==> config.mk <==
export PLATFORM = sky130hd
export DESIGN_NAME = adder_pipe_nbit
export DESIGN_NICKNAME = d
export VERILOG_FILES = /design/src/rtl/adder_pipe_nbit.sv
export SDC_FILE = /design/constraint.sdc
export NUM_CORES = 1
export LEC_CHECK = 0
export CORE_ASPECT_RATIO = 0.9
export CORE_MARGIN = 2
export CORE_UTILIZATION = 45
export CTS_BUF_LIST = sky130_fd_sc_hd__clkbuf_8
export CTS_CLUSTER_DIAMETER = 40
export CTS_CLUSTER_SIZE = 14
export DETAILED_ROUTE_END_ITERATION = 10
export HOLD_SLACK_MARGIN = 0.03
export PLACE_DENSITY = 0.82
export SLEW_MARGIN = 20
export SYNTH_ARGS = -nofsm -noshare
export SYNTH_HDL_FRONTEND = slang
export SYNTH_SLANG_ARGS = --single-unit
==> constraint.sdc <==
create_clock -name clk -period 2.2 [get_ports clk]
set_input_delay 0.33 -clock clk [delete_from_list [all_inputs] [get_ports clk]]
set_output_delay 0.33 -clock clk [all_outputs]
set_load 0.03 [all_outputs]
==> src/rtl/adder_pipe_nbit.sv <==
// Pipelined N-bit add/subtract unit: the carry chain is cut into STAGES slices with a
// valid/ready register boundary per slice. Define ADDER_PIPE_OVF_EN to add the overflow output.
module adder_pipe_nbit #(
    parameter int N      = 8,
    parameter int STAGES = 2
) (
    input  logic         clk,
    input  logic         rst,
    input  logic         in_valid,
    output logic         in_ready,
    input  logic [N-1:0] A,
    input  logic [N-1:0] B,
    input  logic         carry_in,
    input  logic         sub,
    output logic         out_valid,
    input  logic         out_ready,
    output logic [N-1:0] sum,
    output logic         carry_out
`ifdef ADDER_PIPE_OVF_EN
    ,
    output logic         overflow
`endif
);

    localparam int W = N / STAGES;

    logic [STAGES-1:0] v_all_s;
    logic [STAGES-1:0] rdy_all_s;
    logic              chain_rdy_s;

    function automatic logic [W:0] slice_add(input logic [W-1:0] x, input logic [W-1:0] y,
                                             input logic ci);
        return {1'b0, x} + {1'b0, y} + {{W{1'b0}}, ci};
    endfunction

    // Backpressure chain: a stage is ready when empty or when the stage after it can move.
    always_comb begin
        rdy_all_s   = {STAGES{1'b0}};
        chain_rdy_s = out_ready;
        for (int k = STAGES - 1; k >= 0; k--) begin
            chain_rdy_s  = ~v_all_s[k] | chain_rdy_s;
            rdy_all_s[k] = chain_rdy_s;
        end
    end

    assign in_ready = rdy_all_s[0];

    for (genvar k = 0; k < STAGES; k++) begin : g_stage
        // Operand bits still to be added when a beat enters this stage, and bits kept after it.
        localparam int REM_W  = N - k * W;
        localparam int HOLD_W = N - (k + 1) * W;

        logic [REM_W-1:0]   op_a_s;
        logic [REM_W-1:0]   op_b_s;
        logic               cin_s;
        logic               up_v_s;
        logic               ld_s;
        logic [W:0]         add_s;
        logic [(k+1)*W-1:0] s_d;
        logic [(k+1)*W-1:0] s_q;
        logic               c_q;
        logic               v_q;

        if (k == 0) begin : g_src
            assign op_a_s = A;
            assign op_b_s = B ^ {N{sub}};
            assign cin_s  = carry_in ^ sub;
            assign up_v_s = in_valid;
            assign s_d    = add_s[W-1:0];
        end else begin : g_chain
            assign op_a_s = g_stage[k-1].g_hold.a_q;
            assign op_b_s = g_stage[k-1].g_hold.b_q;
            assign cin_s  = g_stage[k-1].c_q;
            assign up_v_s = v_all_s[k-1];
            assign s_d    = {add_s[W-1:0], g_stage[k-1].s_q};
        end

        assign add_s      = slice_add(op_a_s[W-1:0], op_b_s[W-1:0], cin_s);
        assign ld_s       = rdy_all_s[k] & up_v_s;
        assign v_all_s[k] = v_q;

        // Stage valid, completed sum slices and slice carry.
        always_ff @(posedge clk) begin
            if (rst) begin
                v_q <= 1'b0;
                s_q <= {((k+1)*W){1'b0}};
                c_q <= 1'b0;
            end else begin
                if (rdy_all_s[k]) begin
                    v_q <= up_v_s;
                end else begin
                    v_q <= v_q;
                end
                if (ld_s) begin
                    s_q <= s_d;
                    c_q <= add_s[W];
                end else begin
                    s_q <= s_q;
                    c_q <= c_q;
                end
            end
        end

        if (k < STAGES - 1) begin : g_hold
            logic [HOLD_W-1:0] a_q;
            logic [HOLD_W-1:0] b_q;

            // Upper operand slices not yet consumed travel with the beat.
            always_ff @(posedge clk) begin
                if (rst) begin
                    a_q <= {HOLD_W{1'b0}};
                    b_q <= {HOLD_W{1'b0}};
                end else if (ld_s) begin
                    a_q <= op_a_s[REM_W-1:W];
                    b_q <= op_b_s[REM_W-1:W];
                end else begin
                    a_q <= a_q;
                    b_q <= b_q;
                end
            end
        end

        if (k == STAGES - 1) begin : g_out
            assign out_valid = v_q;
            assign sum       = s_q;
            assign carry_out = c_q;
        end

`ifdef ADDER_PIPE_OVF_EN
        if (k == STAGES - 1) begin : g_ovf
            logic msb_cin_s;
            logic ovf_q;

            // The carry into bit N-1 is recovered from the sum bit and both operand bits.
            assign msb_cin_s = op_a_s[W-1] ^ op_b_s[W-1] ^ add_s[W-1];

            // Signed overflow, registered alongside the final sum slice.
            always_ff @(posedge clk) begin
                if (rst) begin
                    ovf_q <= 1'b0;
                end else if (ld_s) begin
                    ovf_q <= msb_cin_s ^ add_s[W];
                end else begin
                    ovf_q <= ovf_q;
                end
            end

            assign overflow = ovf_q;
        end
`endif
    end

endmodule

==> impl_metrics.tcl, run 1 <==
set metrics [dict create \
    holdPathEnd "sum[6]$_SDFFE_PP0P_" \
    synth_seq_area_share_pct 38.2 \
    status "finished clean" \
    critPathMaxFanout 2 \
    place_ws_ns -0.259 \
    synthXorXnorAreaFrac_pct 7.65 \
    setup_viol 0 \
    regArea_um2 480 \
    synth_mux_area_share_pct 0 \
    hold_start "sum[6]$_SDFFE_PP0P_" \
    synth_top_cell_by_area "dfxtp_1" \
    hold_path_class "reg -> reg" \
    fillCellCount 237 \
    grt_pass1_vias 1101 \
    synth_compound_area_share_pct 25.3 \
    post-synth-top-area-fraction_pct 38.2 \
    io_buffers 32 \
    combPwrFrac_pct 25.0 \
    drtIter0Drc 34 \
    ff2ff_path_depth 4 \
    maxCapViolCount 0 \
    core_um2 2700 \
    clock_skew_ns 0.00321 \
    slew_headroom_pct 72.0 \
    totalWireLength_um 2710 \
    place.gp.congestion 0.741 \
    antenna_found_initial 0 \
    drv_slew 0 \
    synth_top_family_by_area "compound AO/OA/AOI/OAI gates" \
    num_antenna_cells 0 \
    clockRootBuffer "clkbuf_8" \
    synthAdderAreaFrac_pct 12.3 \
    drc_errors 0 \
    avgSynthCellArea_um2 8.99 \
    synth_area_leaders "dfxtp_1 38%, a21oi_1 9.9%, fa_1 6.4%, ha_1 6.0%, nand3_1 5.2%" \
    die_h_um 54.2 \
    clk_pin_slew_ns 0.08 \
    r2r_slack_ns 0.59 \
    dpl.hpwl_um 2160 \
    fin_ws_ns 0.155 \
    vias 1121 \
    cts_tree "done" \
    grt_start_max_net_pins 19 \
    synth_nets 172 \
    top_level_ports 33 \
    detail-route-antenna-nets 0 \
    cts.sinks 24 \
    hold_buffers 0 \
    hold_depth 2 \
    grt_pass1_wl_um 4640 \
    ys_seq_elements 24 \
    power_leakage_nw 0.635 \
    yosys_warnings 0 \
    start_util_pct 46.6 \
    synth.distinct_cells 30 \
    grt_overflow 0 \
    cp-end-kind "register" \
    viasPerCell 5.55 \
    syn2layout_area_growth_pct 32.1 \
    max_slew.worst_pin.slew_ns 0.418 \
    p_int_mw 0.714 \
    synth_area_um2 1260 \
    cts_buffers 3 \
    cts_setup_buffers 0 \
    arrival_ns 2.18 \
    drtPass1Iterations 4 \
    p_seq_share_pct 49.2 \
    timing.rr.end "sum[5]$_SDFFE_PP0P_" \
    drive_above_1_share_pct 7.56 \
    rsz0062_at_grt "false" \
    clockBufferDepth 2 \
    ir_drop_uv 240 \
    finalHoldViolCount 0 \
    start_kind "input port" \
    clkPwrFrac_pct 25.8 \
    final_cell_area_um2 1660 \
    synthCells 140 \
    dieArea_um2 3240 \
    place_area_um2 1620 \
    power_switching_mw 0.273 \
    power_density_nw_per_um2 594 \
    worstSkewPairLatency_ns 0.27 \
    period_share_pct 93.0 \
    grt_usage_pct 19.2 \
    timing.rr.start "g_stage[0].c_q$_SDFFE_PP0P_" \
    fp.dieW_um 59.8 \
    crit_required_ns 2.33 \
    num_rows 18 \
    synth-simple-area-share_pct 10.6 \
    min_period_ns 2.04 \
    final_nets 206 \
    multi_input_area_um2 704 \
    wl_per_cell_um 13.4 \
    htreeDepth 1 \
    max_freq_mhz 489 \
    critPathKind "in -> reg" \
    switching_share_pct 27.6 \
]
==> worst max-delay path by stage <==
stage                     from                     endpoint  slack (ns)  depth (start not counted)
final                     B[0]  g_stage[0].c_q$_SDFFE_PP0P_        0.16                          7
after global routing      B[0]  g_stage[0].c_q$_SDFFE_PP0P_        0.11                          7
after CTS                  sub  g_stage[0].c_q$_SDFFE_PP0P_        0.03                          7
after detailed placement   sub  g_stage[0].c_q$_SDFFE_PP0P_       -0.26                          7
after global placement     sub  g_stage[0].c_q$_SDFFE_PP0P_       -0.20                          7
after floorplan            sub  g_stage[0].c_q$_SDFFE_PP0P_        0.17                          7
==> power by group through the flow <==
stage,Clock [mW],Sequential (mW),Combinational [mW]
final,0.255,0.486,0.247
after detailed placement,0,0.496,0.247
after global placement,0,0.494,0.239
after floorplan,0,0.511,0.132
after global routing,0.280,0.490,0.275
after CTS,0.263,0.486,0.248
==> registers in the layout (all words and copies together), names as in the netlist <==
register,count
sum,8
g_stage.g_hold.a_q,4
g_stage.g_hold.b_q,4
g_stage.s_q,4
carry_out,1
g_stage.c_q,1
g_stage.v_q,1
out_valid,1
==> kinds of logic (layout without fill, tap and decap cells) <==
| kind of cell | Yosys count | in the layout |
|---|---|---|
| DFF | 24 | 24 |
| and+or+nand+nor | 24 | 24 |
| adders and majority gates | 10 | 10 |
| xor gates and xnor gates | 11 | 11 |
| AOI/OAI and AO/OA | 54 | 54 |
| buffers and inverters | 17 | 49 |
==> cell type report <==
cell class	instances	area share (%)
Multi-Input combinational cell	99	42.4
Tap cell	30	2.26
Clock buffer	3	2.48
Sequential cell	24	28.9
Timing Repair Buffer	39	22.4
Inverter	7	1.58
==> Yosys cell counts <==
library cell / count
nor2b_1: 1
or4_1: 1
fa_1: 4
a311oi_1: 1
inv_2: 1
clkbuf_1: 7
o21ai_0: 13
o211ai_1: 4
dfxtp_1: 24
buf_6: 1
and2b_1: 1
inv_1: 5
xnor2_1: 6
a211oi_1: 7
buf_2: 2
nand3b_1: 1
nor2_1: 1
nand2b_1: 1
nand4_1: 1
ha_1: 6
xor2_1: 5
a21o_1: 2
nand2_1: 1
a2111o_1: 2
nor3_1: 1
or2_2: 1
clkinv_1: 1
a21oi_1: 25
nand3_1: 13
and3b_1: 1
==> cells in the final DEF (no fill, tap or decap) <==
cell,count
or4_1,1
nand3_1,13
nand2b_1,1
buf_4,8
a211oi_1,7
nand2_1,1
and2b_1,1
a21oi_1,25
xnor2_1,6
xor2_1,5
a21o_1,2
fa_1,4
o211ai_1,4
a2111o_1,2
clkbuf_8,3
clkdlybuf4s50_1,30
a311oi_1,1
or2_2,1
o21ai_0,13
dlymetal6s2s_1,1
nor2b_1,1
and3b_1,1
nand3b_1,1
nor3_1,1
ha_1,6
nand4_1,1
inv_1,5
dfxtp_1,24
inv_2,1
nor2_1,1
clkinv_1,1
==> worst max-delay path, stage by stage <==
cell and delay [ns]:
clkdlybuf4s50_1 0.41, xor2_1 0.16, fa_1 0.44, fa_1 0.43, a21o_1 0.19, a21oi_1 0.13, a211oi_1 0.09
==> through the flow <==
step | total power [mW] | hold WS, ns | utilization, % | instances | setup TNS [ns]
after floorplan | 0.643 | 0.455 | - | 140 | 0
after global placement | 0.733 | 0.465 | 59.9 | 199 | -0.404
after detailed placement | 0.743 | 0.473 | 59.9 | 199 | -0.583
after CTS | 0.997 | 0.483 | 61.4 | 202 | 0
after global routing | 1.04 | 0.506 | 61.5 | 202 | 0
final | 0.987 | 0.479 | 61.5 | 202 | 0
==> metal layers <==
layer | vias up | GRT usage (%) | share of wire [%]
li1 | 571 | - | -
met2 | 37 | 35.0 | 47
met3 | 5 | 5.05 | 5.1
met5 | - | 0 | 0
met1 | 508 | 21.9 | 46
met4 | 0 | 5.93 | 1.7
==> what timing repair did <==
action	in CTS	in global routing
setup endpoints to repair	0	1
resized for setup	0	1
endpoints found under the hold margin	0	0
No activity file was read; power rests on OpenSTA's default activity.
==> run 2: changes to the inputs <==
--- a/config.mk
+++ b/config.mk
@@ -5,15 +5,16 @@
 export SDC_FILE = /design/constraint.sdc
 export NUM_CORES = 1
 export LEC_CHECK = 0
+export CAP_MARGIN = 15
 export CORE_ASPECT_RATIO = 0.9
 export CORE_MARGIN = 2
-export CORE_UTILIZATION = 45
+export CORE_UTILIZATION = 40
 export CTS_BUF_LIST = sky130_fd_sc_hd__clkbuf_8
 export CTS_CLUSTER_DIAMETER = 40
 export CTS_CLUSTER_SIZE = 14
 export DETAILED_ROUTE_END_ITERATION = 10
 export HOLD_SLACK_MARGIN = 0.03
-export PLACE_DENSITY = 0.82
+export PLACE_DENSITY = 0.72
 export SLEW_MARGIN = 20
 export SYNTH_ARGS = -nofsm -noshare
 export SYNTH_HDL_FRONTEND = slang
==> run 2 against run 1 <==
Critical path depth did not move. Fmax rose by 3.0%. Sequential cell count did not move. Non-clock buffer count rose by 1. Clock-buffer cell count did not move. Sequential power barely moved. Setup slack improved by 0.059 ns. Final area rose by 3.3%. Largest power group unchanged.
==> impl_metrics.tcl, run 2 (synthesis results as in run 1) <==
set metrics [dict create \
    drv_slew 0 \
    wl_per_cell_um 12.3 \
    dp_cells 212 \
    cp-end-kind "register" \
    htreeDepth 1 \
    min_period_ns 1.99 \
    cts_setup_buffers 0 \
    die_h_um 57.2 \
    drive_above_1_share_pct 9.20 \
    worstSkewPairLatency_ns 0.26 \
    power_leakage_nw 0.654 \
    viasPerCell 5.20 \
    r2r_slack_ns 0.58 \
    core_um2 3020 \
    cts_tree "done" \
    totalWireLength_um 2650 \
    max_freq_mhz 504 \
    io_buffers 32 \
    place.gp.congestion 0.854 \
    start_util_pct 41.7 \
    drc_errors 0 \
    fp.dieW_um 63.1 \
    dieArea_um2 3610 \
    grt.busiest_layer "met2" \
    hold_path_class "reg -> reg" \
    clock_skew_ns 0.00751 \
    max_slew.worst_pin.slew_ns 0.399 \
    grt_usage_pct 16.0 \
    grt_pass1_vias 1057 \
    fin_ws_ns 0.214 \
    drtIter0Drc 55 \
    syn2layout_area_growth_pct 36.5 \
    top_level_ports 33 \
    rsz0062_at_grt "false" \
    clockRootBuffer "clkbuf_8" \
    largest_reg_flops 8 \
    cts_buffers 3 \
    vias 1123 \
    start_kind "input port" \
    num_antenna_cells 0 \
    layout_commonest_cell "clkdlybuf4s50_1" \
    grt_start_max_net_pins 19 \
    grt_pass1_wl_um 4640 \
    ir_drop_uv 293 \
    layoutNonFillerInstCount 216 \
    finalPower_mw 1.11 \
    critPathKind "in -> reg" \
    arrival_ns 2.12 \
    drtPass1Iterations 4 \
    met3_usage_pct 2.76 \
    grtUsageMet2_pct 27.1 \
    dpl.hpwl_um 2200 \
    period_share_pct 90.3 \
    final_nets 207 \
    grt_overflow 0 \
    clk_pin_slew_ns 0.09 \
    final_cell_mix "30 x clkdlybuf4s50_1, 25 x a21oi_1, 24 x dfxtp_1, 13 x o21ai_0, 13 x nand3_1" \
    clockBufferDepth 2 \
    gr-usage-met1_pct 21.2 \
    maxCapViolCount 0 \
    place_ws_ns -0.251 \
    power_density_nw_per_um2 649 \
    num_rows 19 \
    fillCellCount 295 \
    critPathMaxFanout 2 \
    finalHoldViolCount 0 \
    cts.sinks 24 \
    crit_required_ns 2.34 \
    setup_viol 0 \
    detail-route-antenna-nets 0 \
    status "finished clean" \
    slew_headroom_pct 73.3 \
    antenna_found_initial 0 \
]
run 2: worst paths after layout:
check	to	depth (start not counted)	startpoint
worst max register to register	sum[5]$_SDFFE_PP0P_	4	g_stage[0].c_q$_SDFFE_PP0P_
worst min-delay path	sum[2]$_SDFFE_PP0P_	2	sum[2]$_SDFFE_PP0P_
worst max-delay path	g_stage[0].c_q$_SDFFE_PP0P_	7	B[0]
worst min register to register	sum[2]$_SDFFE_PP0P_	2	sum[2]$_SDFFE_PP0P_
run 2: cell type report:
| class | instances | area, µm² | share of cell area (%) |
|---|---|---|---|
| Sequential cell | 24 | 480 | 28.0 |
| Multi-Input combinational cell | 99 | 707 | 41.2 |
| Timing Repair Buffer | 40 | 380 | 22.1 |
| Inverter | 7 | 26.3 | 1.53 |
| Tap cell | 42 | 52.6 | 3.06 |
| Clock inverter | 1 | 30.0 | 1.75 |
| Clock buffer | 3 | 41.3 | 2.40 |
run 2: per-stage QoR:
step	hold slack (ns)	instance area (µm²)	utilization (%)	TNS [ns]
after floorplan	0.455	1260	-	0
after global placement	0.464	1640	54.4	-0.415
after detailed placement	0.468	1640	54.4	-0.593
after CTS	0.480	1710	56.7	0
after global routing	0.506	1720	56.9	0
final	0.477	1720	56.9	0
run 2: where the power goes:
part | switching, mW | internal [mW]
clock | 0.138 | 0.243
combinational | 0.122 | 0.127
sequential | 0.0191 | 0.466
total | 0.278 | 0.836
run 2: critical path, stage by stage:
cell and delay (ns):
clkdlybuf4s50_1 0.41, xor2_1 0.16, fa_1 0.44, fa_2 0.37, a21o_1 0.19, a21oi_1 0.14
a211oi_1 0.09
run 2: metal layers:
metal  wire length, µm  share of wire, %
met5                 0                 0
met2              1240                47
met4                10              0.38
met3               164               6.2
met1              1240                47
run 2: repair_timing:
action	CTS	global route
hold buffers	0	0
gates resized for setup	0	2
hold endpoints to repair	0	0
setup endpoints to repair	0	1
==> run 3: changes to the inputs <==
--- a/config.mk
+++ b/config.mk
@@ -5,6 +5,7 @@
 export SDC_FILE = /design/constraint.sdc
 export NUM_CORES = 1
 export LEC_CHECK = 0
+export ABC_AREA = 1
 export CAP_MARGIN = 15
 export CORE_ASPECT_RATIO = 0.9
 export CORE_MARGIN = 2
@@ -14,7 +15,7 @@
 export CTS_CLUSTER_SIZE = 14
 export DETAILED_ROUTE_END_ITERATION = 10
 export HOLD_SLACK_MARGIN = 0.03
-export PLACE_DENSITY = 0.72
+export PLACE_DENSITY = 0.73
 export SLEW_MARGIN = 20
 export SYNTH_ARGS = -nofsm -noshare
 export SYNTH_HDL_FRONTEND = slang
==> run 3 against run 2 <==
Routed wire length down 8.7%. Global-route usage down 1.1 points. Critical path depth unchanged. Fmax down 4.0%. Clock-buffer cell count up 1. Utilization up 0.34 points. Clock skew down 0.0043 ns. Via count down 8.8%. Total power down 6.7%. Critical endpoint is now g_stage[0].s_q[2]$_SDFFE_PP0P_.
==> impl_metrics.tcl, run 3 <==
set metrics [dict create \
    cts_tree "done" \
    maxCapViolCount 0 \
    synth_edf_count 0 \
    place_ws_ns -0.157 \
    drtPass1Iterations 4 \
    synth.distinct_cells 19 \
    viasPerCell 4.57 \
    hold_path_class "reg -> reg" \
    post-synth-top-area-fraction_pct 39.5 \
    ir_drop_uv 262 \
    grt_usage_pct 14.9 \
    cts_buffers 3 \
    drtIter0Drc 35 \
    final_nets 217 \
    holdPathEnd "sum[3]$_SDFFE_PP0P_" \
    setup_viol 0 \
    final_cell_area_um2 1610 \
    vias 1024 \
    ys.flop_type "dfxtp_1" \
    max_slew.worst_pin.slew_ns 0.438 \
    cpPeakStageDelay_ns 0.48 \
    clockBufferDepth 2 \
    wl_per_cell_um 10.8 \
    grt_pass1_wl_um 4220 \
    clock_skew_ns 0.00319 \
    top_level_ports 33 \
    period_share_pct 94.0 \
    antenna_found_initial 0 \
    drc_errors 0 \
    grt_start_max_net_pins 20 \
    rsz0062_at_grt "false" \
    yosysMostFrequentCell "nor2_1" \
    critPathKind "in -> reg" \
    synth_commonest_cells "32 x nor2_1, 24 x dfxtp_1, 18 x o21ai_0" \
    max_freq_mhz 484 \
    crit_required_ns 2.36 \
    whs_ns 0.465 \
    ctsResizeCount 0 \
    fin_ws_ns 0.132 \
    synth_nets 183 \
    clk_pin_slew_ns 0.08 \
    final_cell_mix "32 x nor2_1, 32 x clkdlybuf4s50_1, 24 x dfxtp_1, 18 x o21ai_0, 13 x inv_1" \
    io_buffers 32 \
    synth_area_leaders "dfxtp_1 39%, nor2_1 9.9%, o21ai_0 7.4%, xor2_1 7.2%, fa_1 6.6%" \
    yosys_warnings 0 \
    synthCells 151 \
    slew_headroom_pct 70.8 \
    cp-end-kind "register" \
    synth_seq_area_share_pct 39.5 \
    grt_pass1_vias 989 \
    status "finished clean" \
    crit_family "adder cells" \
    cp_slowest_cell "clkdlybuf4s50_1" \
    htreeDepth 1 \
    async_reset_ff_share_pct 0 \
    detail-route-antenna-nets 0 \
    critPathMaxFanout 4 \
    timing.rr.end "sum[6]$_SDFFE_PP0P_" \
    timing.rr.start "g_stage[0].c_q$_SDFFE_PP0P_" \
    num_rows 18 \
    avgSynthCellArea_um2 8.06 \
    hold_start "g_stage[0].s_q[3]$_SDFFE_PP0P_" \
    hold_buffers 0 \
    fp.dieW_um 62.2 \
    power_leakage_nw 0.698 \
    r2r_slack_ns 0.60 \
    hold_depth 2 \
    critPathBufInv 1 \
    cts.sinks 24 \
    fin_util_pct 57.2 \
    totalWireLength_um 2420 \
    arrival_ns 2.22 \
    drv_slew 0 \
    num_antenna_cells 0 \
    synth_top_cell_by_area "dfxtp_1" \
    start_util_pct 43.2 \
    synth_area_um2 1220 \
    die_h_um 56.3 \
    drive_above_1_share_pct 6.52 \
    finalHoldViolCount 0 \
    start_kind "input port" \
    largest_reg_flops 8 \
    clockRootBuffer "clkbuf_8" \
    cts_setup_buffers 0 \
    min_period_ns 2.07 \
    dieArea_um2 3500 \
    place.gp.congestion 0.781 \
    core_um2 2820 \
    worstPathCellList "clkdlybuf4s50_1, xor2_1, fa_1, fa_1, xor2_1, o21ai_0, nor2_1" \
    power_density_nw_per_um2 645 \
    place_area_um2 1560 \
    dpl.hpwl_um 1850 \
    grt_overflow 0 \
    ff2ff_path_depth 7 \
    ys_seq_elements 24 \
    worstSkewPairLatency_ns 0.26 \
    syn2layout_area_growth_pct 32.4 \
]
==> run 3: cell types whose count changed in the layout (fill, tap and decap cells not counted), moves of 5 or more <==
cell and delta:
nor2_1 +31, a211oi_1 -7, xor2_1 +5, buf_4 -7, o21ai_0 +5, nand2_1 +9, inv_1 +8, a21oi_1 -14
xnor2_1 -6
==> run 3: final cells by class <==
cell class,instances,area (µm²)
clock buffer,4,55.1
tap,40,50.0
multi-input combinational,107,634
inverter,15,56.3
fill,265,1200
timing repair buffer,34,335
sequential,24,480
==> run 3: stage by stage <==
stage / total power [mW] / cells / setup TNS (ns)
floorplan: 0.664 / 151 / 0
global placement: 0.748 / 220 / -0.257
detailed placement: 0.760 / 220 / -0.373
CTS: 1.05 / 224 / 0
global route: 1.11 / 224 / 0
finish: 1.04 / 224 / 0
==> run 3: worst max-delay path by stage <==
stage | startpoint | end | slack (ns) | cells after the start
finish | sub | g_stage[0].s_q[2]$_SDFFE_PP0P_ | 0.13 | 7
global route | sub | g_stage[0].c_q$_SDFFE_PP0P_ | 0.0006 | 8
CTS | sub | g_stage[0].s_q[2]$_SDFFE_PP0P_ | 0.12 | 7
detailed placement | sub | g_stage[0].s_q[2]$_SDFFE_PP0P_ | -0.16 | 7
global placement | sub | g_stage[0].s_q[2]$_SDFFE_PP0P_ | -0.12 | 7
floorplan | sub | g_stage[0].s_q[2]$_SDFFE_PP0P_ | 0.28 | 7
==> run 3: cells by family (layout without fill, tap and decap cells) <==
family / Yosys count / after routing / share of synthesized area (%)
buf+inv: 20 / 53 / 8.43
fa+ha+maj: 10 / 10 / 12.7
compound gates: 30 / 30 / 12.3
xor+xnor: 10 / 10 / 7.19
flops: 24 / 24 / 39.5
simple gates: 57 / 57 / 19.8
==> run 3: worst min-delay path, cell delays in order (launching register included) <==
cell and delay, ns:
dfxtp_1 0.30, inv_1 0.06, a21oi_1 0.06
==> run 3: per-layer routing <==
| metal | vias to the layer above | share of wire, % | GRT usage (%) |
|---|---|---|---|
| met5 | - | 0 | 0 |
| met4 | 0 | 0.91 | 5.71 |
| met3 | 2 | 3.7 | 2.00 |
| met2 | 26 | 51 | 27.3 |
| met1 | 447 | 45 | 17.7 |
| li1 | 549 | - | - |
==> run 3: power by group <==
group          switching [mW]  internal [mW]  total (mW)
clock network           0.129          0.159       0.289
logic                   0.138          0.122       0.261
registers              0.0204          0.470       0.491
total                   0.288          0.752        1.04
